[src/rtl/regfile_dump_reader.sv]
// regfile_dump_reader: streams a 2-read-port regfile out, one pair per fetch.
// Ports: clk, reset (sync, high); start, abort control; rdAddrA/B and
// rdDataA/B to the regfile; out_valid/out_ready/out_data/out_index/out_last
// valid-ready stream; busy while not IDLE; done pulses after the last word.
module regfile_dump_reader #(
  parameter int NUM_REGS = 32,
  parameter int DATA_W   = 64
) (
  input  logic              clk,
  input  logic              reset,
  input  logic              start,
  input  logic              abort,
  output logic [4:0]        rdAddrA,
  output logic [4:0]        rdAddrB,
  input  logic [DATA_W-1:0] rdDataA,
  input  logic [DATA_W-1:0] rdDataB,
  output logic              out_valid,
  input  logic              out_ready,
  output logic [DATA_W-1:0] out_data,
  output logic [4:0]        out_index,
  output logic              out_last,
  output logic              busy,
  output logic              done
);

  localparam logic [3:0] KLAST = 4'(NUM_REGS / 2 - 1);

  typedef enum logic [2:0] {
    IDLE,
    FETCH,
    SEND_A,
    SEND_B,
    DONE
  } state_t;

  state_t            state_q;
  state_t            state_d;
  logic [3:0]        k_q;
  logic [3:0]        k_d;
  logic [DATA_W-1:0] hold_a;
  logic [DATA_W-1:0] hold_b;

  assign rdAddrA = {k_q, 1'b0};
  assign rdAddrB = {k_q, 1'b1};

  always_ff @(posedge clk) begin
    if (reset) begin
      state_q <= IDLE;
      k_q     <= '0;
      hold_a  <= '0;
      hold_b  <= '0;
    end else begin
      state_q <= state_d;
      k_q     <= k_d;
      if (state_q == FETCH) begin
        hold_a <= rdDataA;
        hold_b <= rdDataB;
      end
    end
  end

  always_comb begin
    state_d   = state_q;
    k_d       = k_q;
    out_valid = 1'b0;
    out_data  = '0;
    out_index = '0;
    out_last  = 1'b0;
    busy      = 1'b1;
    done      = 1'b0;
    unique case (state_q)
      IDLE: begin
        busy = 1'b0;
        // abort wins over a simultaneous start
        if (start && !abort) begin
          state_d = FETCH;
          k_d     = '0;
        end
      end
      FETCH: begin
        state_d = SEND_A;
      end
      SEND_A: begin
        out_valid = 1'b1;
        out_data  = hold_a;
        out_index = {k_q, 1'b0};
        if (out_ready) begin
          state_d = SEND_B;
        end
      end
      SEND_B: begin
        out_valid = 1'b1;
        out_data  = hold_b;
        out_index = {k_q, 1'b1};
        out_last  = (k_q == KLAST);
        if (out_ready) begin
          if (k_q == KLAST) begin
            state_d = DONE;
          end else begin
            k_d     = k_q + 4'd1;
            state_d = FETCH;
          end
        end
      end
      DONE: begin
        done    = 1'b1;
        state_d = IDLE;
      end
      default: begin
        state_d = IDLE;
      end
    endcase
    if (abort && (state_q == FETCH || state_q == SEND_A ||
                  state_q == SEND_B)) begin
      state_d = IDLE;
      k_d     = '0;
    end
  end

endmodule
[config.mk]
export PLATFORM = sky130hd
export DESIGN_NAME = regfile_dump_reader
export DESIGN_NICKNAME = d
export VERILOG_FILES = /design/src/rtl/regfile_dump_reader.sv
export SDC_FILE = /design/constraint.sdc
export NUM_CORES = 1
export LEC_CHECK = 0
export ABC_AREA = 1
export BUFFER_PORTS_ARGS = -buffer_cell sky130_fd_sc_hd__buf_2
export CAP_MARGIN = 5
export CORE_ASPECT_RATIO = 0.75
export CORE_MARGIN = 2
export CORE_UTILIZATION = 54
export CTS_BUF_LIST = sky130_fd_sc_hd__clkbuf_8
export DETAILED_ROUTE_END_ITERATION = 6
export GPL_ROUTABILITY_DRIVEN = 0
export PLACE_DENSITY = 0.91
export SETUP_SLACK_MARGIN = 0.3
export SLEW_MARGIN = 20
export SYNTH_ARGS = -nofsm -noshare
export SYNTH_HDL_FRONTEND = slang
export SYNTH_SLANG_ARGS = --single-unit
export TNS_END_PERCENT = 5
[constraint.sdc]
create_clock -name clk -period 4.22 [get_ports clk]
set_clock_uncertainty 0.15 [all_clocks]
set_input_delay 0 -clock clk [delete_from_list [all_inputs] [get_ports clk]]
set_output_delay 0 -clock clk [all_outputs]
set_load 0.03 [all_outputs]
==> results of run 1 <==
## worst max-delay path: stages (launching register included)
cell      delay [ns]
dfxtp_1         0.46
inv_1           0.13
nand3_1         0.17
clkinv_2        0.74
a22o_1          0.49
buf_2           0.19
## through the flow
step | area (sq um) | utilization
after floorplan | 5530 | -
final | 8300 | 0.846
after CTS | 8270 | 0.842
after global routing | 8300 | 0.846
after global placement | 6500 | 0.662
after detailed placement | 6500 | 0.662
## logic make-up after synthesis
group                      Yosys count  share of synthesized area
AOI/OAI and AO/OA                  198                      0.223
buffers and inverters               78                     0.0681
DFF                                135                      0.489
adders and majority gates            1                    0.00226
and+or+nand+nor                    312                      0.216
other                                2                    0.00136
## final cells by class
class	count	area, sq um	share of cell area
Antenna cell	4	10.0	0.00121
Clock buffer	19	262	0.0315
Tap cell	132	165	0.0199
Multi-Input combinational cell	513	2460	0.296
Timing Repair Buffer	353	2470	0.298
Sequential cell	135	2700	0.325
Inverter	17	67.6	0.00814
Clock inverter	13	164	0.0197
## worst paths after layout
kind                                           endpoint  slack, ns
worst min-delay path                k_q[0]$_SDFFE_PP0P_       0.08
worst max-delay path                       out_data[51]       1.42
worst max register to register   hold_b[5]$_SDFFE_PP0P_       1.72
worst min register to register  hold_b[63]$_SDFFE_PP0P_       0.34
## power groups by stage
stage,logic (uW),registers [uW],clock network [uW]
floorplan,1000,1820,0
global placement,1220,1850,0
detailed placement,1260,1850,0
CTS,1370,1830,1150
global route,1620,1890,1200
finish,1480,1860,1150
## per-layer routing
| metal | part of all wire | GRT usage | up-vias | wire (um) |
|---|---|---|---|---|
| li1 | - | - | 3026 | - |
| met3 | 0.093 | 0.0827 | 128 | 1910 |
| met4 | 0.058 | 0.250 | 0 | 1200 |
| met5 | 0 | 0 | - | 0 |
| met1 | 0.37 | 0.408 | 3039 | 7750 |
| met2 | 0.47 | 0.613 | 509 | 9820 |
## state kept, by name (all words and copies together) (netlist names)
signal and count:
k_q 4, hold_a 64, state_q 3, hold_b 64
## layout by cell type (no fill, tap or decap)
cell,n
buf_2,213
a22o_1,64
clkinv_2,3
nand3_1,7
buf_4,5
dfxtp_1,135
nand2_1,23
nor3_1,3
nor2_1,274
o21ai_1,24
nor2_4,1
nor2_2,2
inv_4,1
dlygate4sd3_1,134
ha_1,1
inv_1,18
clkbuf_8,19
nand2_4,1
inv_2,2
clkinvlp_4,2
a21oi_2,1
conb_1,2
or2_2,1
a21oi_1,2
buf_16,1
bufinv_16,4
diode_2,4
o21ai_0,107
==> reports/results.tsv, run 1 <==
metric	value	unit
fraction of layout cells with a size suffix above 1	0.244	
post-CTS setup buffers	0	
CP startpoint kind	flop	
RSZ-0062 raised after global routing	no	
crit path time final	2.80	ns
Commonest cells post-synth	274 x nor2_1, 135 x dfxtp_1, 107 x o21ai_0, 64 x a22o_1	
IO Pins	216	
Async S/R FF share, synth	0	
Tightest Pin Transition	1.05	ns
syn_area_per_cell	7.62	sq um
Cell Rows	31	
Internal	2800	uW
Tightest Hold Check Type	input port to flop	
# setup viols final	0	
Unique masters post-synth	20	
WL/cell	17.4	um
global-route wire length before repair	31.8	mm
sinks on the clock net	135	
max_cap viols	0	
CP arrival	2.65	ns
part of the power in registers	0.414	
DP HPWL	9.66	mm
# hold bufs at CTS	134	
top cell type's share of synthesized area	0.489	
Routed Antenna Nets	0	
Layout area overhead	50.2	%
reg2reg path depth	6	
Layout Nets	1171	
Worst Setup SP	state_q[0]$_SDFFE_PP0P_	
vias per cell	5.65	
initial antenna violation count	2	
WS Path Type	flop to primary output	
LEAKAGE	0.00383	uW
period utilization	0.663	
Yosys Warn Count	0	
Final Hold Viols	0	
Slew Limit Fails	0	
sequential element share of the synthesized area	0.489	
Synth area leaders	dfxtp_1 49%, nor2_1 19%, a22o_1 10%	
die area	11100	sq um
Mapped Cells	726	
largest net degree at the start of global routing	80	
total chip power	4500	uW
Chip Width	121	um
DP Cell Count	1015	
slew margin rel.	0.303	
Die Span Y	91.6	um
via count	6702	
most common cell in the synthesized netlist	nor2_1	
crit end category	primary output	
CTS Buf Count	17	
hold path start	abort	
vias in the first global route	6536	
area leader, netlist	dfxtp_1	
CORE AREA	9810	sq um
final wirelength	20.7	mm
Max FO, Critical Path	64	
DRT iter0 DRCs	602	
pwr dens	541	nW/um^2
outcome	finished clean	
final hold slack	0.0777	ns
H-Tree Level Count	4	
first drt pass iteration count	7	
cell area after synthesis	5530	sq um
WP data required	4.07	ns
flops & latches, synth	135	
number of port buffers	213	
EDFF count, synth	0	
switch share	0.377	
Initial Util	0.564	
syn_nets	860	
Max clock buf depth	2	
Combinational Power Share	0.329	
Clock transition at path regs	0.07	ns
Max IR drop VDD	0.000293	V
slack of the critical path	1.42	ns
clock root buffer	clkbuf_8	
Post-CTS Resized	0	
clock power share	0.257	
P_sw	1690	uW
Non-Filler Instances	1186	
GRT Total Usage	0.364	
FF-to-FF Start	state_q[2]$_SDFFE_PP0P_	
Remaining Overflow, GRT	0	
post-route DRC violation count	0	
fill cell count	535	
Hold Crit Depth	8	
Setup WS pre-CTS	1.84	ns
top_reg_cell synth	dfxtp_1	
worst skew pair latency	0.43	ns
CTS tree	yes	
fmax	357	MHz
Fin Setup TNS	0	ns
Note: power is estimated with default switching activity, not from simulation.
==> run 2: changes to the inputs <==
--- a/config.mk
+++ b/config.mk
@@ -5,16 +5,16 @@
 export SDC_FILE = /design/constraint.sdc
 export NUM_CORES = 1
 export LEC_CHECK = 0
-export ABC_AREA = 1
+export ABC_AREA = 0
 export BUFFER_PORTS_ARGS = -buffer_cell sky130_fd_sc_hd__buf_2
 export CAP_MARGIN = 5
 export CORE_ASPECT_RATIO = 0.75
 export CORE_MARGIN = 2
-export CORE_UTILIZATION = 54
+export CORE_UTILIZATION = 46
 export CTS_BUF_LIST = sky130_fd_sc_hd__clkbuf_8
 export DETAILED_ROUTE_END_ITERATION = 6
 export GPL_ROUTABILITY_DRIVEN = 0
-export PLACE_DENSITY = 0.91
+export PLACE_DENSITY = 0.82
 export SETUP_SLACK_MARGIN = 0.3
 export SLEW_MARGIN = 20
 export SYNTH_ARGS = -nofsm -noshare
==> constraint.sdc (replaced) <==
create_clock -name clk -period 2.3 [get_ports clk]
set_clock_uncertainty 0.15 [all_clocks]
set_input_delay 0 -clock clk [delete_from_list [all_inputs] [get_ports clk]]
set_output_delay 0 -clock clk [all_outputs]
set_load 0.03 [all_outputs]
==> reports/results.tsv, run 2 <==
metric	value	unit
Slew Limit Fails	0	
DP HPWL	10.1	mm
Max FO, Critical Path	29	
CP startpoint kind	flop	
total chip power	5630	uW
Yosys Warn Count	0	
die area	13800	sq um
Unique masters post-synth	33	
clock root buffer	clkbuf_8	
area leader, netlist	dfxtp_1	
Die Span Y	102	um
global-route wire length before repair	29.9	mm
fraction of layout cells with a size suffix above 1	0.247	
CORE AREA	12400	sq um
Layout area overhead	48.0	%
pwr dens	643	nW/um^2
Hold Crit Depth	3	
EDFF count, synth	0	
Initial Util	0.477	
most frequent cells in the layout	259 x nand2_1, 212 x buf_2, 133 x dlygate4sd3_1, 132 x dfxtp_1, 129 x a21oi_1	
H-Tree Level Count	4	
top_reg_cell synth	dfxtp_1	
CP arrival	1.78	ns
RSZ-0062 raised after global routing	yes	
CTS Buf Count	17	
vias in the first global route	6338	
commonest non-fill, non-tap cell in the layout	nand2_1	
first drt pass iteration count	5	
vias per cell	5.18	
Chip Width	135	um
WS Path Type	flop to primary output	
FF+latch area	2710	sq um
most common cell in the synthesized netlist	nand2_1	
number of port buffers	213	
Post-DP Area	6970	sq um
IO Pins	216	
Final Hold Viols	0	
syn_nets	892	
CTS tree	yes	
period utilization	0.840	
Layout Nets	1205	
Synth area leaders	dfxtp_1 46%, nand2_1 16%, mux2i_1 11%	
Tightest Hold Check Type	input port to flop	
outcome	finished clean	
max_cap viols	0	
fmax	518	MHz
final wirelength	19.0	mm
Commonest cells post-synth	259 x nand2_1, 135 x dfxtp_1, 129 x a21oi_1, 66 x nor2_1, 65 x mux2i_1	
Async S/R FF share, synth	0	
reg2reg path depth	5	
WL/cell	15.2	um
DRT iter0 DRCs	396	
initial antenna violation count	0	
# diodes	0	
crit path time final	1.93	ns
Clock transition at path regs	0.07	ns
# setup viols final	0	
Fin Setup TNS	0	ns
Routed Antenna Nets	0	
WP data required	2.15	ns
fill cell count	891	
cell area after synthesis	5910	sq um
worst skew pair latency	0.41	ns
via count	6472	
Non-Filler Instances	1250	
sequential element share of the synthesized area	0.457	
Tightest Pin Transition	0.579	ns
Largest regs	hold_a: 64 flops, hold_b: 64 flops, k_q: 4 flops	
slew margin rel.	0.614	
sinks on the clock net	135	
flops & latches, synth	135	
post-route DRC violation count	0	
Mapped Cells	758	
design area	8750	sq um
Max clock buf depth	2	
Max IR drop VDD	0.000460	V
Remaining Overflow, GRT	0	
GRT Total Usage	0.273	
LEAKAGE	0.00356	uW
Cell Rows	35	
syn_area_per_cell	7.80	sq um
largest net degree at the start of global routing	75	
crit end category	primary output	
top cell type's share of synthesized area	0.457	
multi-input logic area	2790	sq um
DP Cell Count	1085	
==> run 2: what timing repair did <==
item | CTS | global route
hold buffers | 133 | 0
gates resized for setup | 1 | 1
hold endpoints to repair | 135 | 0
setup buffers | 0 | 0
endpoints found under the setup margin | 1 | 28
==> run 2: layout make-up <==
class	instances	share of cell area
repair buffers	358	0.295
clock inverters	14	0.0225
clock buffers	18	0.0283
well taps	166	0.0237
multi-input cells	555	0.319
flip-flops and latches	135	0.310
inverters	4	0.00172
==> run 2: worst paths after layout <==
kind	slack, ns	start	end
hold / removal	0.20	reset	hold_b[41]$_SDFFE_PP0P_
setup reg to reg	0.38	state_q[0]$_SDFFE_PP0P_	state_q[0]$_SDFFE_PP0P_
setup / recovery	0.37	state_q[0]$_SDFFE_PP0P_	out_data[53]
hold reg to reg	0.31	hold_a[45]$_SDFFE_PP0P_	hold_a[45]$_SDFFE_PP0P_
==> run 2: per-stage QoR <==
stage | util | hold WS, ns | setup slack, ns
after global routing | 0.706 | 0.187 | 0.282
after floorplan | - | -0.0140 | 0.703
after detailed placement | 0.562 | 0.0724 | 0.577
after global placement | 0.562 | 0.0708 | 0.603
after CTS | 0.706 | 0.165 | 0.331
final | 0.706 | 0.201 | 0.368
==> run 2: power breakdown <==
part	internal [uW]	total, uW	switching [uW]
clock	1220	2160	935
sequential	2460	2530	70.4
combinational	442	941	499
total	4120	5630	1500
==> run 2: worst max-delay path, stage by stage (launching register included) <==
cell	delay [ns]
dfxtp_4	0.36
buf_4	0.39
mux2i_1	0.31
nor2_1	0.08
buf_2	0.18
==> run 2: logic make-up (layout without fill, tap and decap cells) <==
family                     after synthesis  in the layout  synth area share
and+or+nand+nor                        347            347             0.232
AOI/OAI and AO/OA                      140            140             0.126
DFF                                    135            135             0.457
buffers and inverters                   68            394            0.0716
muxes                                   65             65             0.110
other                                    2              2           0.00127
adders and majority gates                1              1           0.00212
==> run 2: layer usage <==
metal | GRT usage | share of wire
met1 | 0.308 | 0.40
met2 | 0.481 | 0.49
met3 | 0.0744 | 0.083
met4 | 0.135 | 0.031
met5 | 0 | 0
==> run 3: changes to the inputs <==
--- a/config.mk
+++ b/config.mk
@@ -5,16 +5,16 @@
 export SDC_FILE = /design/constraint.sdc
 export NUM_CORES = 1
 export LEC_CHECK = 0
-export ABC_AREA = 0
+export ABC_AREA = 1
 export BUFFER_PORTS_ARGS = -buffer_cell sky130_fd_sc_hd__buf_2
 export CAP_MARGIN = 5
 export CORE_ASPECT_RATIO = 0.75
 export CORE_MARGIN = 2
-export CORE_UTILIZATION = 46
+export CORE_UTILIZATION = 50
 export CTS_BUF_LIST = sky130_fd_sc_hd__clkbuf_8
 export DETAILED_ROUTE_END_ITERATION = 6
 export GPL_ROUTABILITY_DRIVEN = 0
-export PLACE_DENSITY = 0.82
+export PLACE_DENSITY = 0.86
 export SETUP_SLACK_MARGIN = 0.3
 export SLEW_MARGIN = 20
 export SYNTH_ARGS = -nofsm -noshare
==> constraint.sdc (replaced) <==
create_clock -name clk -period 1.9 [get_ports clk]
set_clock_uncertainty 0.15 [all_clocks]
set_input_delay 0 -clock clk [delete_from_list [all_inputs] [get_ports clk]]
set_output_delay 0 -clock clk [all_outputs]
set_load 0.03 [all_outputs]
==> reports/results.tsv, run 3 (synthesis gave the netlist of run 1 again) <==
metric	value	unit
fill cell count	626	
Layout Nets	1199	
fraction of layout cells with a size suffix above 1	0.283	
R2R setup slack	0.14	ns
Layout area overhead	65.2	%
Hold Crit Depth	4	
DP Cell Count	1028	
CP Cell Sequence	nand2_4, nor2_4, buf_6, clkbuf_16, a22o_1, buf_4	
Non-Filler Instances	1220	
sinks on the clock net	135	
Max FO, Critical Path	13	
WP data required	1.75	ns
RSZ-0062 raised after global routing	yes	
CORE AREA	10900	sq um
reg2reg end	k_q[0]$_SDFFE_PP0P_	
clock root buffer	clkbuf_8	
Tightest Hold Check Type	input port to flop	
Worst Hold Path EP	hold_b[15]$_SDFFE_PP0P_	
post-route DRC violation count	0	
first drt pass iteration count	5	
via count	6952	
Post-DP Area	6650	sq um
Die Span Y	95.1	um
Initial Util	0.509	
final wirelength	23.6	mm
hold path start	rdDataB[15]	
worst skew pair latency	0.43	ns
Slew Limit Fails	0	
H-Tree Level Count	4	
WS Path Type	flop to primary output	
LEAKAGE	0.00410	uW
CP startpoint kind	flop	
CTS tree	yes	
CP arrival	1.69	ns
initial antenna violation count	2	
Tightest Pin Transition	0.533	ns
period utilization	0.969	
CP peak stage delay	0.39	ns
global-route wire length before repair	32.0	mm
WL/cell	19.3	um
fmax	543	MHz
max_cap viols	0	
DRT iter0 DRCs	641	
crit end category	primary output	
Clock transition at path regs	0.07	ns
vias per cell	5.70	
Largest regs	hold_a: 64 flops, hold_b: 64 flops, k_q: 4 flops	
DP HPWL	9.72	mm
Max clock buf depth	2	
Crit-path slowest cell	dfxtp_4	
slew margin rel.	0.645	
CTS Buf Count	17	
Max IR drop VDD	0.000849	V
buffers and inverters on the worst path	3	
Top Family by Delay on Critical Path	buffers and inverters	
GRT Total Usage	0.338	
number of port buffers	213	
# setup viols final	0	
commonest non-fill, non-tap cell in the layout	nor2_1	
crit path time final	1.84	ns
design area	9140	sq um
reg2reg path depth	9	
outcome	finished clean	
Final Util	0.841	
pwr dens	1170	nW/um^2
IO Pins	216	
total chip power	10700	uW
most frequent cells in the layout	272 x nor2_1, 151 x buf_2, 132 x dlygate4sd3_1, 130 x dfxtp_1, 103 x o21ai_0	
Final Hold Viols	0	
largest net degree at the start of global routing	129	
Cell Rows	33	
Remaining Overflow, GRT	0	
vias in the first global route	6445	
die area	11900	sq um
Routed Antenna Nets	0	
FF-to-FF Start	state_q[1]$_SDFFE_PP0P_	
Crit. path cell count	6	
Chip Width	125	um
[run 3: cell types whose count changed in the layout (fill, tap and decap cells not counted), moves of 65 or more]
cell / previous run / this run
a21oi_1: 129 / 2
mux2i_1: 65 / 0
nand2_1: 259 / 22
nor2_1: 66 / 272
o21ai_0: 0 / 103
[run 3: timing repair]
| item | in CTS | in global routing |
|---|---|---|
| endpoints found under the hold margin | 135 | 0 |
| cloned | 3 | 8 |
| setup endpoints to repair | 201 | 206 |
| hold buffers | 132 | 0 |
| buffers inserted | 9 | 6 |
| pin swaps | 5 | 8 |
| resized for setup | 82 | 54 |
[run 3: worst max path at each step]
| stage | start | end | slack [ns] |
|---|---|---|---|
| 3_5_place_dp | state_q[2]$_SDFFE_PP0P_ | k_q[2]$_SDFFE_PP0P_ | 0.23 |
| 6_report | state_q[1]$_SDFFE_PP0P_ | out_data[14] | 0.06 |
| 4_1_cts | state_q[1]$_SDFFE_PP0P_ | out_data[57] | 0.09 |
| 3_3_place_gp | state_q[2]$_SDFFE_PP0P_ | hold_a[48]$_SDFFE_PP0P_ | 0.31 |
| 5_1_grt | state_q[1]$_SDFFE_PP0P_ | out_data[11] | -0.01 |
| 2_1_floorplan | k_q[1]$_SDFFE_PP0P_ | state_q[2]$_SDFFE_PP0P_ | 0.39 |
[run 3: power breakdown]
part / internal, uW / switching (uW) / leakage (uW)
Sequential: 3630 / 542 / 0.00111
Clock: 1230 / 1130 / 0.000204
Combinational: 1660 / 2480 / 0.00278
[run 3: layout make-up]
class                           instances  area [sq um]  share of cell area
Multi-Input combinational cell        515          2560               0.280
Clock buffer                           19           262              0.0286
Sequential cell                       135          2720               0.297
Tap cell                              140           175              0.0192
Inverter                               17          86.3             0.00945
Clock inverter                         13           133              0.0145
Antenna cell                            2          5.00            0.000548
Timing Repair Buffer                  379          3200               0.350
[run 3: worst min-delay path, stage by stage]
cell           delay, ns
dlygate4sd3_1       0.51
buf_2               0.09
o21ai_0             0.07
nor2_1              0.07
[run 3: stage by stage]
step,TNS [ns],hold slack [ns],setup WS (ns)
3_5_place_dp,0,0.0959,0.231
2_1_floorplan,0,-0.00230,0.389
5_1_grt,-0.0246,0.195,-0.0139
6_report,0,0.209,0.0596
4_1_cts,0,0.183,0.0870
3_3_place_gp,0,0.0835,0.311
[run 3: routing by layer]
layer | vias up | GRT usage | share of wire
li1 | 3093 | - | -
met1 | 3234 | 0.395 | 0.38
met2 | 505 | 0.580 | 0.48
met3 | 120 | 0.0892 | 0.091
met4 | 0 | 0.175 | 0.051
met5 | - | 0 | 0
